`config.mk`:
```
export PLATFORM = sky130hd
export DESIGN_NAME = ram_arbiter
export DESIGN_NICKNAME = d
export VERILOG_FILES = /design/src/rtl/riscv_mem_pkg.sv /design/src/rtl/ram_arb_prio.sv /design/src/rtl/ram_arbiter.sv
export SDC_FILE = /design/constraint.sdc
export NUM_CORES = 1
export LEC_CHECK = 0
export CAP_MARGIN = 20
export CORE_ASPECT_RATIO = 0.6
export CORE_UTILIZATION = 34
export CTS_BUF_LIST = sky130_fd_sc_hd__clkbuf_16
export CTS_CLUSTER_DIAMETER = 200
export DETAILED_ROUTE_END_ITERATION = 10
export GPL_ROUTABILITY_DRIVEN = 0
export GPL_TIMING_DRIVEN = 0
export PLACE_DENSITY_LB_ADDON = 0.05
export SLEW_MARGIN = 20
export SYNTH_ARGS = -nofsm -noshare
export SYNTH_HDL_FRONTEND = slang
export SYNTH_SLANG_ARGS = --single-unit
export TNS_END_PERCENT = 50
```
`constraint.sdc`:
```
create_clock -name m_clock -period 7.07 [get_ports m_clock]
set_input_delay 1.414 -clock m_clock [delete_from_list [all_inputs] [get_ports m_clock]]
set_output_delay 1.414 -clock m_clock [all_outputs]
set_load 0.03 [all_outputs]
```
`src/rtl/riscv_mem_pkg.sv`:
```
// Shared types and helpers for the core-side RAM arbitration path.
package riscv_mem_pkg;

    localparam int WORD_W = 32;

    localparam logic [3:0] BE_FULL = 4'hF;
    localparam logic [3:0] BE_NONE = 4'h0;

    // IDLE arbitrates; RMW_WR finishes the write half of a partial store.
    typedef enum logic {
        IDLE   = 1'b0,
        RMW_WR = 1'b1
    } state_t;

    // Per byte lane: take the new byte where be is set, otherwise keep the old one.
    function automatic logic [WORD_W-1:0] merge_bytes(
        input logic [WORD_W-1:0] old_word,
        input logic [WORD_W-1:0] new_word,
        input logic [3:0]        be
    );
        logic [WORD_W-1:0] result;
        result = old_word;
        for (int b = 0; b < 4; b++) begin
            if (be[b]) begin
                result[8*b +: 8] = new_word[8*b +: 8];
            end
        end
        return result;
    endfunction

endpackage

```
`src/rtl/ram_arb_prio.sv`:
```
// Winner select between instruction and data requests, with an anti-starvation
// counter that lets a waiting instruction fetch through after STARVE_LIMIT losses.
module ram_arb_prio #(
    parameter int STARVE_LIMIT = 4
) (
    input  logic m_clock,
    input  logic p_reset,
    input  logic arb_en,
    input  logic i_req,
    input  logic d_req,
    output logic i_win,
    output logic d_win
);

    localparam logic [3:0] LIMIT = 4'(STARVE_LIMIT);

    logic [3:0] starve_cnt_reg;

    // Data has priority unless the instruction side has been starved long enough.
    always_comb begin
        i_win = arb_en && i_req && (!d_req || (starve_cnt_reg == LIMIT));
        d_win = arb_en && d_req && !i_win;
    end

    // Count consecutive lost arbitration cycles; frozen while not arbitrating.
    always_ff @(posedge m_clock) begin
        if (p_reset) begin
            starve_cnt_reg <= 4'd0;
        end else if (arb_en) begin
            if (!i_req || i_win) begin
                starve_cnt_reg <= 4'd0;
            end else if (starve_cnt_reg != LIMIT) begin
                starve_cnt_reg <= starve_cnt_reg + 4'd1;
            end
        end
    end

endmodule

```
`src/rtl/ram_arbiter.sv`:
```
// Shares the single-port RAM between instruction fetch and load/store.
// Partial stores become a read-modify-write because the RAM has no byte enables.
module ram_arbiter
    import riscv_mem_pkg::*;
#(
    parameter int STARVE_LIMIT = 4,
    parameter int AW           = 32
) (
    input  logic              m_clock,
    input  logic              p_reset,
    input  logic              i_req,
    input  logic [AW-1:0]     i_addr,
    output logic              i_gnt,
    output logic              i_rvalid,
    output logic [WORD_W-1:0] i_rdata,
    input  logic              d_req,
    input  logic              d_we,
    input  logic [3:0]        d_be,
    input  logic [AW-1:0]     d_addr,
    input  logic [WORD_W-1:0] d_wdata,
    output logic              d_gnt,
    output logic              d_rvalid,
    output logic [WORD_W-1:0] d_rdata,
    output logic              d_done,
    output logic [AW-1:0]     ram_addr,
    output logic [WORD_W-1:0] ram_wdata,
    output logic              ram_rden,
    output logic              ram_wren,
    input  logic [WORD_W-1:0] ram_rdata
);

    state_t            state_reg;
    state_t            state_next;
    logic [AW-1:0]     rmw_addr_reg;
    logic [WORD_W-1:0] rmw_wdata_reg;
    logic [3:0]        rmw_be_reg;
    logic              i_own_reg;
    logic              d_own_reg;
    logic              d_done_reg;
    logic              arb_en;
    logic              d_partial;

    // Grants are only possible in IDLE and never while reset is asserted.
    assign arb_en    = (state_reg == IDLE) && !p_reset;
    assign d_partial = d_we && (d_be != BE_FULL) && (d_be != BE_NONE);

    ram_arb_prio #(
        .STARVE_LIMIT(STARVE_LIMIT)
    ) u_prio (
        .m_clock(m_clock),
        .p_reset(p_reset),
        .arb_en (arb_en),
        .i_req  (i_req),
        .d_req  (d_req),
        .i_win  (i_gnt),
        .d_win  (d_gnt)
    );

    // Read data is passed straight through; the owner bits decide who sees it.
    assign i_rdata  = ram_rdata;
    assign d_rdata  = ram_rdata;
    assign i_rvalid = i_own_reg;
    assign d_rvalid = d_own_reg;
    assign d_done   = d_done_reg;

    // RAM strobes and next state from the granted request or the pending RMW.
    always_comb begin
        state_next = state_reg;
        ram_addr   = '0;
        ram_wdata  = '0;
        ram_rden   = 1'b0;
        ram_wren   = 1'b0;
        case (state_reg)
            IDLE: begin
                if (i_gnt) begin
                    ram_addr = i_addr;
                    ram_rden = 1'b1;
                end else if (d_gnt) begin
                    ram_addr  = d_addr;
                    ram_wdata = d_wdata;
                    if (!d_we) begin
                        ram_rden = 1'b1;
                    end else if (d_be == BE_FULL) begin
                        ram_wren = 1'b1;
                    end else if (d_be != BE_NONE) begin
                        ram_rden   = 1'b1;
                        state_next = RMW_WR;
                    end
                end
            end
            RMW_WR: begin
                ram_addr   = rmw_addr_reg;
                ram_wdata  = merge_bytes(ram_rdata, rmw_wdata_reg, rmw_be_reg);
                ram_wren   = !p_reset;
                state_next = IDLE;
            end
            default: state_next = IDLE;
        endcase
    end

    // FSM state, read-owner flags and store completion.
    always_ff @(posedge m_clock) begin
        if (p_reset) begin
            state_reg  <= IDLE;
            i_own_reg  <= 1'b0;
            d_own_reg  <= 1'b0;
            d_done_reg <= 1'b0;
        end else begin
            state_reg  <= state_next;
            i_own_reg  <= i_gnt;
            d_own_reg  <= d_gnt && !d_we;
            d_done_reg <= (d_gnt && d_we && !d_partial) || (state_reg == RMW_WR);
        end
    end

    // Capture the partial-store fields for the write half of the RMW.
    always_ff @(posedge m_clock) begin
        if (d_gnt && d_partial) begin
            rmw_addr_reg  <= d_addr;
            rmw_wdata_reg <= d_wdata;
            rmw_be_reg    <= d_be;
        end
    end

endmodule

```
==> qor.yml, run 1 <==
status: "complete, no violations"
period_minus_slack_ns: 5.384
worst_slack_ns: 1.686
worst_ep_required_time_ns: 5.66
drtIter0Drc: 96
ys_types: 36
sw_frac_of_total_pct: 26.18
io_buffers: 271
die_x_um: 146.8
async_reset_ff_share_pct: 0
grt_pass1_vias: 3798
pin_count: 272
clk_pin_slew_ns: 0.06
critPathSlowestCell: "clkdlybuf4s50_1"
slew_violations: 0
synth.largest_area_cell: "edfxtp_1"
dp_cells: 774
first_pass_iters: 4
netlist_area_mm2: 0.004277
synth_ff_type: "edfxtp_1"
cpPeakStageDelay_ns: 0.73
vias: 3785
grt_antenna_before_repair: 0
layout_commonest_cell: "clkdlybuf4s50_1"
yosysWarnings: 0
route.detailed.drc: 0
clock_power_share_pct: 34.9
cts_resized: 0
r2r_start: "u_prio.starve_cnt_reg[0]"
worstPathMaxFanout: 10
cts_setup_buffers: 0
syn-mean-instance-area_um2: 12.80
worst_setup_path_end_kind: "output pin"
postRouteAntennaNets: 0
grtUsageTotal_pct: 19.98
pwr-share-seq_pct: 37.0
cts_made_buffers: 9
p_switching_w: 0.0003587
cp_common_cell: "clkdlybuf4s50_1"
yosysSeqAreaShare_pct: 51.49
final_cells: 789
wl_per_cell_um: 16.80
place_hpwl_um: 10310
crit_type: "input pin to output pin"
cts_tree: "built"
crit_chain: "clkdlybuf4s50_1 -> nor3b_4 -> clkbuf_1 -> nand3_1 -> o21ai_0 -> clkdlybuf4s50_1"
initial_utilization_pct: 35.23
pwr-share-comb_pct: 28.1
drive_gt1_share_pct: 20.35
cp-startpoint: "p_reset"
timing.rr.end: "rmw_addr_reg[11]"
cts_hold_buf: 0
max_slew_margin_pct: 44.70
synth_top_area_share_pct: 47.75
yosys-top-cells-area: "edfxtp_1 (48%), buf_4 (11%), mux2_2 (8.7%)"
area_growth_pct: 77.06
pre_cts_ws_ns: 1.652
clk_latency_ns: 0.33
multi_input_area_mm2: 0.001446
synth-edff-count: 68
root_buffer: "clkbuf_16"
rows: 31
worst_hold_path_type: "flop to flop"
drv_cap: 0
viasPerCell: 4.797
grt_pass1_wl_um: 20110
leakage_nw: 2.935
core_area_mm2: 0.01214
nets: 759
finalCritPeriodShare_pct: 76.16
ir_drop_uv: 113.9
p_int_w: 0.001011
n_fill_cell: 1007
crit_end: "ram_wren"
ys_ff_latch: 76
register_area_mm2: 0.002202
htree_levels: 3
max_freq_ghz: 0.1857
clock_sinks: 76
tightest_slew_ns: 0.8219
cts_buffer_depth: 2
die_h_um: 88.88
r2r_cells: 8
synthCells: 334
clock_skew_ns: 0.006684
grt_max_degree: 17
hold_depth: 1
hold_viol_final: 0
layout_common_cells: "clkdlybuf4s50_1 (271), edfxtp_1 (68), buf_4 (65)"
startpoint_type: "input pin"
antennaDiodeCount: 0
setup_viol_count_final: 0
syn_nets: 473
pwr_density_cell_mw_per_mm2: 180.9
arrival_ns: 3.97
wirelength_um: 13250
design.die.area_mm2: 0.01305
ff2ff_setup_slack_ns: 4.18
gr-total-overflow: 0
rsz0062_at_grt: "no"
[critical path, delay by kind of cell]
family,cells,cell delay (ns)
buffers and inverters,3,1.67
AND/OR/NAND/NOR,2,0.65
AO/OA/AOI/OAI,1,0.23
[worst min path at each step]
stage	startpoint	to	slack, ns
global placement	u_prio.starve_cnt_reg[3]	u_prio.starve_cnt_reg[3]	0.48
floorplan	u_prio.starve_cnt_reg[3]	u_prio.starve_cnt_reg[3]	0.46
detailed placement	u_prio.starve_cnt_reg[3]	u_prio.starve_cnt_reg[3]	0.49
global route	u_prio.starve_cnt_reg[3]	u_prio.starve_cnt_reg[3]	0.52
CTS	u_prio.starve_cnt_reg[3]	u_prio.starve_cnt_reg[3]	0.51
finish	u_prio.starve_cnt_reg[3]	u_prio.starve_cnt_reg[3]	0.51
[synth_stat cells, types with 2 or more instances]
| library cell | number |
|---|---|
| edfxtp_1 | 68 |
| buf_4 | 65 |
| a22o_1 | 33 |
| and3_1 | 33 |
| mux2_2 | 33 |
| a221o_1 | 32 |
| clkbuf_1 | 13 |
| dfxtp_1 | 8 |
| buf_6 | 5 |
| buf_1 | 4 |
| buf_2 | 4 |
| inv_1 | 3 |
| nor2_1 | 3 |
| ha_1 | 2 |
| nand2_1 | 2 |
| nand2b_1 | 2 |
| nor2b_1 | 2 |
| nor3_1 | 2 |
| o211a_1 | 2 |
| o21ai_0 | 2 |
[cell families (layout without fill, tap and decap cells)]
| family | after synthesis | count (layout) | share of synthesized area, % |
|---|---|---|---|
| adders and majority gates | 2 | 2 | 0.5850 |
| muxes | 33 | 33 | 8.689 |
| buffers and inverters | 94 | 384 | 14.95 |
| AOI/OAI and AO/OA | 74 | 74 | 15.83 |
| DFF | 76 | 76 | 51.49 |
| and+or+nand+nor | 55 | 55 | 8.456 |
[power by group through the flow]
| stage | Sequential [W] | Combinational [W] | Clock (W) |
|---|---|---|---|
| final | 0.000507 | 0.000385 | 0.000478 |
| after global routing | 0.000508 | 0.000406 | 0.000510 |
| after CTS | 0.000507 | 0.000388 | 0.000493 |
| after detailed placement | 0.000516 | 0.000386 | 0 |
| after global placement | 0.000518 | 0.000380 | 0 |
| after floorplan | 0.000518 | 0.000189 | 0 |
[routing by layer]
layer  share of wire (%)  vias to the layer above  GRT usage (%)
li1                    -                     1828              -
met1                  43                     1791          24.64
met2                  48                      160          33.95
met3                 8.0                        6          6.804
met4                0.76                        0          5.019
met5                   0                        -              0
[through the flow]
step | hold WS (ns) | setup TNS [ns] | total power [W] | utilization (%) | area, um^2
2_1_floorplan | 0.4622 | 0 | 0.0007073 | - | 4282
4_1_cts | 0.5055 | 0 | 0.001388 | 62.37 | 7572
6_report | 0.5058 | 0 | 0.001370 | 62.37 | 7572
5_1_grt | 0.5235 | 0 | 0.001423 | 62.37 | 7572
3_5_place_dp | 0.4902 | 0 | 0.0009029 | 59.86 | 7267
3_3_place_gp | 0.4770 | -29.59 | 0.0008972 | 59.31 | 7201
[final cells by class]
cell class	count	area share (%)
inverter	3	0.1487
timing repair buffer	275	36.62
clock buffer	9	2.974
sequential	76	29.08
tap	165	2.726
clock inverter	6	1.058
buffer	91	8.295
multi-input combinational	164	19.10
(Power assumes the default switching activity.)
==> run 2, diff against run 1 <==
- CORE_UTILIZATION: 34 -> 37
- clock period: 7.07 -> 5.4 ns (I/O delays scaled with it)
==> qor.yml, run 2 (synthesis gave the netlist of run 1 again) <==
status: "complete, no violations"
clk_latency_ns: 0.34
ir_drop_uv: 145.1
max_freq_ghz: 0.2148
worst_setup_path_end_kind: "output pin"
startpoint_type: "input pin"
route.detailed.drc: 0
htree_levels: 3
grt_max_degree: 17
root_buffer: "clkbuf_16"
pin_count: 272
r2r_start: "u_prio.starve_cnt_reg[0]"
viasPerCell: 4.993
die_x_um: 140.8
cpPeakStageDelay_ns: 0.70
cts_buffer_depth: 2
layout_common_cells: "clkdlybuf4s50_1 (271), edfxtp_1 (68), buf_4 (65)"
grt_pass1_wl_um: 20310
cp-startpoint: "p_reset"
design.die.area_mm2: 0.01201
hp-start: "u_prio.starve_cnt_reg[3]"
cts_setup_buffers: 0
max_slew_margin_pct: 45.84
hold_viol_final: 0
grtUsageTotal_pct: 22.11
worst_ep_required_time_ns: 4.32
grt_pass1_vias: 3748
leakage_nw: 2.953
drv_cap: 0
first_pass_iters: 4
io_buffers: 271
cts_tree: "built"
cts_made_buffers: 9
layout_commonest_cell: "clkdlybuf4s50_1"
gr-total-overflow: 0
postRouteAntennaNets: 0
die_h_um: 85.28
vias: 3815
worstPathMaxFanout: 10
period_minus_slack_ns: 4.656
clock_sinks: 76
place_hpwl_um: 10450
wl_per_cell_um: 17.55
rows: 29
area_growth_pct: 77.15
pwr_density_cell_mw_per_mm2: 239.5
crit_type: "input pin to output pin"
clk_pin_slew_ns: 0.06
rsz0062_at_grt: "no"
worst_hold_path_type: "flop to flop"
timing.rr.end: "rmw_addr_reg[24]"
r2r_cells: 8
setup_viol_count_final: 0
crit_end: "ram_wren"
core_area_mm2: 0.01089
tightest_slew_ns: 0.8050
cts_hold_buf: 0
holdWs_ns: 0.5004
ff2ff_setup_slack_ns: 2.52
arrival_ns: 3.58
initial_utilization_pct: 39.29
cp_common_cell: "clkdlybuf4s50_1"
crit_chain: "clkdlybuf4s50_1 -> nor3b_4 -> clkbuf_1 -> nand3_1 -> o21ai_0 -> clkdlybuf4s50_1"
cts_resized: 0
clock_skew_ns: 0.01043
slew_violations: 0
drtIter0Drc: 138
finalCritPeriodShare_pct: 86.23
grt_antenna_before_repair: 0
drive_gt1_share_pct: 20.80
nets: 759
wirelength_um: 13410
power_w: 0.001814
antennaDiodeCount: 0
critPathSlowestCell: "clkdlybuf4s50_1"
==> run 2: cell types whose count changed in the layout (fill, tap and decap cells not counted), sizes merged <==
cell	previous run	this run
clkinv	3	4
==> run 2: area by class of cell <==
type                            count  area, um^2
Clock buffer                        9       225.2
Timing Repair Buffer              275        2798
Inverter                            3       11.26
Clock inverter                      7       91.34
Multi-Input combinational cell    164        1446
Tap cell                          139       173.9
Fill cell                         820        3309
Buffer                             91       628.1
Sequential cell                    76        2202
==> run 2: per-stage QoR <==
| step | instances | utilization [%] | setup TNS (ns) | cell area, um^2 | setup WS, ns |
|---|---|---|---|---|---|
| final | 764 | 69.60 | 0 | 7576 | 0.7437 |
| after CTS | 764 | 69.60 | 0 | 7576 | 0.7106 |
| after global routing | 764 | 69.60 | 0 | 7576 | 0.5527 |
| after floorplan | 334 | - | 0 | 4282 | 0.5527 |
| after global placement | 744 | 65.85 | -114.17 | 7168 | -1.681 |
| after detailed placement | 748 | 66.69 | 0 | 7259 | 0.7421 |
==> run 2: power breakdown <==
group          total (W)  internal (W)  switching [W]
Combinational   0.000507      0.000268       0.000239
Clock           0.000643      0.000403       0.000241
Sequential      0.000663      0.000659     0.00000403
==> run 2: how the worst min path moves through the flow <==
stage | endpoint | slack [ns] | cells past startpoint
after floorplan | u_prio.starve_cnt_reg[3] | 0.46 | 1
after global placement | u_prio.starve_cnt_reg[3] | 0.47 | 1
after detailed placement | u_prio.starve_cnt_reg[3] | 0.49 | 1
after CTS | u_prio.starve_cnt_reg[3] | 0.50 | 1
after global routing | u_prio.starve_cnt_reg[3] | 0.53 | 1
final | u_prio.starve_cnt_reg[3] | 0.50 | 1
==> run 2: per-layer routing <==
metal  global-route usage, %  up-vias  wire length [um]
met5                       0        -                 0
met4                   4.941        0               115
li1                        -     1833                 -
met2                   38.67      160              6639
met3                   6.885        9              1062
met1                   26.83     1813              5588
==> run 2: critical path: cells and delay by family <==
family	cells	cell delay (ns)
simple gates	2	0.66
buf+inv	3	1.62
compound gates	1	0.20
==> run 3, diff against run 2 <==
==> constraint.sdc (replaced) <==
create_clock -name m_clock -period 5.4 [get_ports m_clock]
set_input_delay 1.08 -clock m_clock [delete_from_list [all_inputs] [get_ports m_clock]]
set_output_delay 1.08 -clock m_clock [all_outputs]
set_load 0.1 [all_outputs]
==> results of run 3 <==
Same layout as run 2 (identical final DEF). Status: complete, no violations.
Among the figures that moved: setup slack after placement 0.7421 ns -> 0.2777 ns; setup slack after layout 0.7437 ns -> 0.2791 ns; total power 0.001814 W -> 0.002142 W; worst IR drop on VDD 145.1 uV -> 147.5 uV
